### config.mk
export PLATFORM = sky130hd
export DESIGN_NAME = scorer_match
export DESIGN_NICKNAME = d
export VERILOG_FILES = /design/src/rtl/scorer_match.sv
export SDC_FILE = /design/constraint.sdc
export NUM_CORES = 1
export LEC_CHECK = 0
export ABC_AREA = 1
export BUFFER_PORTS_ARGS = -buffer_cell sky130_fd_sc_hd__buf_4
export CORE_MARGIN = 5
export CORE_UTILIZATION = 45
export DETAILED_ROUTE_END_ITERATION = 6
export PLACE_DENSITY = 0.69
export SLEW_MARGIN = 10
export SYNTH_ARGS = -nofsm -noshare
export SYNTH_HDL_FRONTEND = slang
export SYNTH_SLANG_ARGS = --single-unit
### constraint.sdc
create_clock -name clk -period 6.1 [get_ports clk]
set_input_delay 0.61 -clock clk [delete_from_list [all_inputs] [get_ports clk]]
set_output_delay 0.61 -clock clk [all_outputs]
set_load 0.03 [all_outputs]
### src/rtl/scorer_match.sv
// scorer_match: tug-of-war rope scorer with multi-game match tracking.
// Holds the rope position, steps it on each decided round, latches game wins,
// counts games per side and flags the match winner. Drives the LED bar image.
// Optional feature: define SCORER_DOUBLE_EN to let a proper push move two
// cells when the latched switch for the current cell is set.
module scorer_match #(
    parameter int HALF         = 3,
    parameter int MATCH_POINTS = 2,
    parameter int CNT_W        = 4
) (
    input  logic                clk,
    input  logic                rst,
    input  logic                winrnd,
    input  logic                tie,
    input  logic                right,
    input  logic                leds_on,
    input  logic [2*HALF:0]     switches_in,
    input  logic                new_game,
    output logic [2*HALF+1:0]   score,
    output logic                game_over,
    output logic                winner_right,
    output logic [CNT_W-1:0]    l_games,
    output logic [CNT_W-1:0]    r_games,
    output logic                match_over
);

    localparam int W   = 2*HALF+2;
    localparam int P   = 2*HALF+1;
    localparam int WIN = HALF+1;
    // Position width leaves headroom for a 2-cell overshoot before clamping.
    localparam int PW  = $clog2(HALF+4)+2;

    // LED bar image for a signed rope position.
    function automatic logic [W-1:0] bar_img(input int p);
        logic [W-1:0] r;
        r = '0;
        for (int c = 0; c < W; c++) begin
            if (p == 0 && (c == HALF || c == HALF+1))   r[c] = 1'b1;
            if (p > 0 && p <= HALF && c == HALF-p)      r[c] = 1'b1;
            if (p < 0 && p >= -HALF && c == HALF+1-p)   r[c] = 1'b1;
            if (p == WIN && c < HALF)                   r[c] = 1'b1;
            if (p == -WIN && c >= HALF+2)               r[c] = 1'b1;
        end
        return r;
    endfunction

    localparam logic [W-1:0] NEUTRAL = bar_img(0);

    logic signed [PW-1:0] pos, pos_nxt;
    logic                 go_nxt, wr_nxt, mo_nxt;
    logic [CNT_W-1:0]     lg_nxt, rg_nxt;
    logic [W-1:0]         score_nxt;
    logic                 mr;
    int                   p, np, step;

`ifdef SCORER_DOUBLE_EN
    logic [P-1:0] sw_lat;
    logic         dbl_bit;

    // Switch mask is captured only while the rope sits at neutral.
    always_ff @(posedge clk or negedge rst) begin
        if (!rst)           sw_lat <= '0;
        else if (pos == '0) sw_lat <= switches_in;
    end

    // Latched switch bit for the cell the rope currently occupies.
    always_comb begin
        dbl_bit = 1'b0;
        for (int c = 0; c < P; c++)
            if (c == int'(pos) + HALF) dbl_bit = sw_lat[c];
    end
`else
    logic unused_sw;
    assign unused_sw = ^switches_in;
`endif

    // State register: rope, game/match flags, counters, registered LED bar.
    always_ff @(posedge clk or negedge rst) begin
        if (!rst) begin
            pos          <= '0;
            game_over    <= 1'b0;
            winner_right <= 1'b0;
            l_games      <= '0;
            r_games      <= '0;
            match_over   <= 1'b0;
            score        <= NEUTRAL;
        end else begin
            pos          <= pos_nxt;
            game_over    <= go_nxt;
            winner_right <= wr_nxt;
            l_games      <= lg_nxt;
            r_games      <= rg_nxt;
            match_over   <= mo_nxt;
            score        <= score_nxt;
        end
    end

    // Next state: new_game has priority over a round; moves freeze once a game is won.
    always_comb begin
        pos_nxt = pos;
        go_nxt  = game_over;
        wr_nxt  = winner_right;
        lg_nxt  = l_games;
        rg_nxt  = r_games;
        mo_nxt  = match_over;
        p       = int'(pos);
        np      = p;
        step    = 1;
        mr      = ~(right ^ leds_on);
        if (new_game) begin
            if (game_over) begin
                pos_nxt = '0;
                go_nxt  = 1'b0;
                if (match_over) begin
                    lg_nxt = '0;
                    rg_nxt = '0;
                    mo_nxt = 1'b0;
                end
            end
        end else if (winrnd && !tie && !game_over) begin
`ifdef SCORER_DOUBLE_EN
            if (leds_on && dbl_bit && (mr ? (p >= 0) : (p <= 0))) step = 2;
`endif
            np = mr ? p + step : p - step;
            if (np > WIN)  np = WIN;
            if (np < -WIN) np = -WIN;
            pos_nxt = np[PW-1:0];
            if (np == WIN || np == -WIN) begin
                go_nxt = 1'b1;
                wr_nxt = (np > 0);
                if (np > 0) begin
                    if (r_games != '1) rg_nxt = r_games + CNT_W'(1);
                    if (rg_nxt == CNT_W'(MATCH_POINTS)) mo_nxt = 1'b1;
                end else begin
                    if (l_games != '1) lg_nxt = l_games + CNT_W'(1);
                    if (lg_nxt == CNT_W'(MATCH_POINTS)) mo_nxt = 1'b1;
                end
            end
        end
    end

    // Output image follows the next rope position so score lines up with pos.
    always_comb begin
        score_nxt = bar_img(int'(pos_nxt));
    end

endmodule

==> metrics, run 1 <==
Period Utilization, post-route=50.0%; Clk Latency, worst-skew pair=320 ps; total congestion overflow=0; Mapped Nets=214; Pint=0.481 mW; CTS buffer count=3; Seq pwr share=28.0%; Clock Skew=7.98 ps; max-cap violations=0; Yosys cell types=31; DR WL/cell=10.8 um; via count=1276; fill cell count=318; endpoints failing setup=0; CTS Root Cell=clkbuf_4; antenna-violating nets left=0; drt first pass iters=4; Netlist Area Pre-Place=1550 sq um; Slew headroom=75.6%; via/cell ratio=4.85; DP Wirelength=2240 um; share of the yosys chip area belonging to registers=38.8%; Worst Path Arrival=3320 ps; I/O Pins=33; Syn Area/Cell=8.27 sq um; CTS Sinks=24; Peak VDD IR=0.217 mV; pre-CTS setup slack=2670 ps; RSZ-0062 raised after global routing=false; Pins Over Slew Limit=0; Comb power frac=59.6%; status=finished clean; PortBufs=25; post_cts resized=0; GPL Wtd Cong=0.785; hold_buf cts=0; Final Hold Fails=0; Reg2Reg Setup Slack=3280 ps; Initial Utilization=46.6%; All-Layer GR Usage=13.9%; worst min path class=in -> async; Achievable Freq=0.328 GHz; CP Capture Type=flop; die area=4730 sq um; Critical Path RT=6370 ps; Cells after Synth=188; P_sw=0.439 mW; largest net degree at the start of global routing=25; setup_tns=0 ps; P&R area growth vs syn=19.2%; row count=21; Placed Area=1800 sq um; die width=68.8 um; core area=3340 sq um; count of state elements after synthesis=24; WS Path Type=in -> reg; layout cells sized above 1=25.8%; Crit Path Max Fanout=5; # diodes=0; DRT iter0 DRCs=51; Reg clk slew, reported paths=130 ps; launching point of the worst reg2reg path=pos[0]; vias in the first global route=1128; die height=68.8 um; switch share=47.7%; initial antenna violation count=0; CP startpoint kind=input port; design area=1850 sq um; nets@finish=244; Static Leak=0.966 nW; Setup WS post-layout=3050 ps; first-pass GRT wire length=4910 um; YS warnings=0; PwrDens=497 nW/um^2; Worst Reg2Reg Path Length in Cells=15; RR Endpoint=score[2]; Residual DRC=0; CTS tree=done; clock tree buffer depth=2; Post-CTS Setup Bufs=0; clock power share=12.4%; post-layout minimum cycle time=3050 ps; Total Wirelength=2830 um; Worst Max-Slew Pin Slew=366 ps; H-tree levels=1
-- routing by layer --
metal / GRT usage [%] / routed length (um) / vias up / part of all wire [%]
li1: - / - / 677 / -
met5: 0 / 0 / - / 0
met1: 20.4 / 1450 / 574 / 51
met3: 1.46 / 91 / 4 / 3.2
met4: 7.30 / 53 / 0 / 1.9
met2: 19.9 / 1240 / 21 / 44
-- critical path, cell delays in order --
cell and delay [ps]:
buf_4 110, xnor2_1 230, inv_1 150, ha_1 360, nand2_1 80, nand3_1 90
nand2_2 100, a21oi_4 180, nand3_1 150, inv_2 120, o21ai_2 80, nor2_2 170
inv_2 70, ha_1 260, nor3b_1 330, nand4_1 140, nand2_1 90
-- placed cells by master, fill, tap and decap left out, types with 2 or more instances in the layout --
master,instances
nand2_1,48
buf_4,25
inv_1,23
dfrtp_1,22
nand3_1,16
ha_1,11
nand4_1,8
nor2_1,7
o21ai_1,6
inv_2,5
a21oi_1,4
o21ai_2,4
nand2_2,3
xnor2_1,3
nor3_1,3
clkbuf_4,3
nor3b_1,2
o22ai_2,2
o211ai_1,2
nand2_4,2
xor2_1,2
or2_2,2
o21ai_0,2
dfstp_2,2
-- power by group through the flow --
stage | Clock (mW) | Sequential (mW) | Combinational [mW]
after floorplan | 0 | 0.329 | 0.350
after global placement | 0 | 0.261 | 0.547
after detailed placement | 0 | 0.261 | 0.551
after CTS | 0.118 | 0.257 | 0.555
after global routing | 0.125 | 0.265 | 0.613
final | 0.114 | 0.257 | 0.549
-- per-stage QoR --
step	instances	hold WS [ps]	utilization, %	power, mW
floorplan	188	314	-	0.679
global placement	259	486	53.9	0.808
detailed placement	259	485	53.9	0.812
CTS	263	159	55.5	0.930
global route	263	157	55.5	1.00
finish	263	161	55.5	0.920
-- layout make-up --
cell class / count / area (sq um) / area share [%]
flip-flops and latches: 24 / 603 / 32.6
well taps: 46 / 57.6 / 3.11
inverters: 28 / 105 / 5.68
multi-input cells: 136 / 846 / 45.7
clock inverters: 1 / 30.0 / 1.62
repair buffers: 25 / 188 / 10.1
clock buffers: 3 / 22.5 / 1.22
-- registers in the layout, summed over array words and instances, names as in the netlist --
register,flops
score,8
pos,5
l_games,4
r_games,4
game_over,1
match_over,1
winner_right,1
-- cells in the mapped netlist --
library cell	number	area [sq um]
nand2_1	48	180
inv_1	23	86.3
dfrtp_1	22	551
nand3_1	16	80.1
ha_1	11	138
nand4_1	8	50.1
nor2_1	7	26.3
o21ai_1	6	30.0
inv_2	5	18.8
a21oi_1	4	20.0
o21ai_2	4	35.0
nand2_2	3	18.8
nor3_1	3	15.0
xnor2_1	3	26.3
dfstp_2	2	52.6
nand2_4	2	22.5
nor3b_1	2	15.0
o211ai_1	2	15.0
o21ai_0	2	10.0
o22ai_2	2	25.0
or2_2	2	12.5
xor2_1	2	17.5
a21oi_2	1	8.76
a21oi_4	1	16.3
fa_1	1	20.0
nand3_2	1	10.0
nand3b_1	1	7.51
nor2_2	1	6.26
nor2_4	1	11.3
nor3_4	1	16.3
o211ai_2	1	12.5
-- logic make-up (layout without fill, tap and decap cells) --
group,count (synthesis),count (layout),synth area share (%)
xor+xnor,5,5,2.82
flops,24,24,38.8
simple gates,96,96,30.4
buf+inv,28,57,6.76
fa+ha+maj,12,12,10.1
compound gates,23,23,11.1
-- worst max-delay path by stage --
stage	cells after the start	slack, ps	start	end
after global routing	17	2800	leds_on	score[2]
final	17	3050	leds_on	score[2]
after CTS	17	3010	leds_on	score[2]
after detailed placement	17	2670	leds_on	score[2]
after floorplan	16	3160	leds_on	score[0]
after global placement	17	2710	leds_on	score[0]
Note: power is estimated with default switching activity, not from simulation.
==> run 2, diff against run 1 <==
ABC_AREA = 0   (was 1)
PLACE_DENSITY = 0.68   (was 0.69)
clock period = 2.9 ns   (was 6.1 ns; I/O delays follow)
==> metrics, run 2 <==
initial antenna violation count=0; clock tree buffer depth=2; fill cell count=327; Achievable Freq=0.362 GHz; Crit Path Max Fanout=4; Yosys cell types=54; Peak VDD IR=0.743 mV; Clock Skew=5.21 ps; Reg clk slew, reported paths=90 ps; Reg2Reg Setup Slack=140 ps; Syn Area/Cell=9.28 sq um; setup_tns=0 ps; status=finished clean; CTS tree=done; YS warnings=0; WS Path Type=reg -> reg; count of state elements after synthesis=24; top cells by count, synth=dfrtp_1 (22), nand2_1 (17), nand3_1 (16); endpoints failing setup=0; PwrDens=1140 nW/um^2; Worst Reg2Reg Path Length in Cells=10; drt first pass iters=4; top cell type's share of synthesized area=31.9%; vias in the first global route=1636; Period Utilization, post-route=95.3%; via count=1594; CTS buffer count=3; max reg flops=8; total congestion overflow=0; CTS Sinks=24; row count=22; area leader, netlist=dfrtp_1; max-cap violations=0; Worst Path Arrival=2960 ps; layout cells sized above 1=33.1%; most frequent cells in the layout=buf_4 (50), dfrtp_1 (21), nand2_1 (17); Slew headroom=64.0%; Residual DRC=0; first-pass GRT wire length=7160 um; RR Endpoint=score[0]; # diodes=0; Total Wirelength=4110 um; All-Layer GR Usage=16.9%; antenna-violating nets left=0; Clk Latency, worst-skew pair=270 ps; Static Leak=1.08 nW; largest net degree at the start of global routing=25; worst min path class=in -> reg; Post-CTS Setup Bufs=0; Setup crit end=score[0]; Largest regs=score: 8 flops, pos: 5 flops; most common cell after layout, fill and taps aside=buf_4; via/cell ratio=5.61; Netlist Area Pre-Place=1730 sq um; Critical Path RT=3090 ps; die width=71.9 um; share of the yosys chip area belonging to registers=34.9%; CTS Root Cell=clkbuf_8; post-layout minimum cycle time=2760 ps; DR WL/cell=14.5 um; die height=71.9 um; launching point of the worst reg2reg path=pos[2]; EDFF count, synth=0; CP Capture Type=flop; P&R area growth vs syn=30.4%; GPL Wtd Cong=0.929; Async SR Flop Fraction=100%; Mapped Nets=212; DP Wirelength=3270 um; Top reg by flops=score; synth top area cells=dfrtp_1 (32%), ha_1 (8.0%), nand3_1 (4.6%), nand2_1 (3.7%), dfstp_2 (3.0%); Synth Flop Type=dfrtp_1; H-tree levels=1; hold slack=388 ps; CP startpoint kind=flop; PortBufs=25; Cells after Synth=186; I/O Pins=33; Initial Utilization=46.8%; Final Hold Fails=0; DRT iter0 DRCs=61; Worst Setup SP=pos[2]; Pins Over Slew Limit=0; core area=3690 sq um; Worst Max-Slew Pin Slew=539 ps; count leader, synth=dfrtp_1; nets@finish=263; die area=5180 sq um; RSZ-0062 raised after global routing=false
[run 2: cell types whose count changed after synthesis, sizes merged, moves of 4 or more]
cell,delta
o21ai,-5
nor4,+4
nand4,-6
nand2b,+7
a21o,+4
nand2,-36
mux2i,+5
buf,+4
inv,-17
[run 2: timing repair]
item	in CTS	in global routing
resized for setup	0	6
hold buffers	1	0
endpoints found under the hold margin	22	0
setup endpoints to repair	0	7
[run 2: where the power goes]
| group | leakage (nW) | switching [mW] | internal [mW] |
|---|---|---|---|
| clock network | 0.0357 | 0.110 | 0.185 |
| registers | 0.301 | 0.146 | 0.475 |
| logic | 0.740 | 0.902 | 0.741 |
| total | 1.08 | 1.16 | 1.40 |
[run 2: worst min-delay path by stage]
stage               depth (start not counted)          to  slack, ps     start
finish                                      2   game_over        390  new_game
CTS                                         2   game_over        390  new_game
detailed placement                          1  r_games[2]        210       rst
global placement                            1  r_games[2]        200       rst
global route                                2   game_over        400  new_game
floorplan                                   0   game_over         -6       rst
[run 2: logic make-up (layout without fill, tap and decap cells)]
family / after synthesis / after routing / synth area share [%]
flip-flops: 24 / 24 / 34.9
AO/OA/AOI/OAI: 41 / 41 / 17.8
multiplexers: 5 / 5 / 2.90
AND/OR/NAND/NOR: 82 / 82 / 27.8
XOR/XNOR: 6 / 6 / 3.04
buffers and inverters: 16 / 66 / 4.49
adder cells (fa/ha/maj): 12 / 12 / 9.13
[run 2: area by class of cell]
type / instances / area, sq um / area share [%]
multi-input cells: 146 / 1090 / 48.4
flip-flops and latches: 24 / 604 / 26.8
clock inverters: 1 / 30.0 / 1.33
inverters: 11 / 41.3 / 1.83
repair buffers: 51 / 385 / 17.1
clock buffers: 3 / 41.3 / 1.83
well taps: 48 / 60.1 / 2.67
[run 2: worst max-delay path, stage by stage (launching register included)]
cell and delay, ps:
dfrtp_2 460, ha_1 300, and3_4 180, or2_1 230, o31a_1 300, o21a_1 200, or2_2 310, ha_1 290
nor2b_2 140, nand3_1 120, mux2i_1 150
[run 2: routing by layer]
| layer | global-route usage [%] | part of all wire [%] | up-vias |
|---|---|---|---|
| met5 | 0 | 0 | - |
| met4 | 2.92 | 1.3 | 0 |
| met2 | 32.7 | 53 | 39 |
| met1 | 19.0 | 41 | 767 |
| li1 | - | - | 781 |
| met3 | 3.60 | 4.2 | 7 |
[run 2: per-stage QoR]
step                      instance area [sq um]  power, mW  setup slack, ps  utilization (%)  cells
after floorplan                            1730       1.63             69.6                -    186
after global placement                     2130       2.16            -40.2             57.8    279
after detailed placement                   2130       2.23             -154             57.8    279
after CTS                                  2210       2.53             80.9             60.0    284
after global routing                       2250       2.76             8.10             61.1    284
final                                      2250       2.56              136             61.1    284
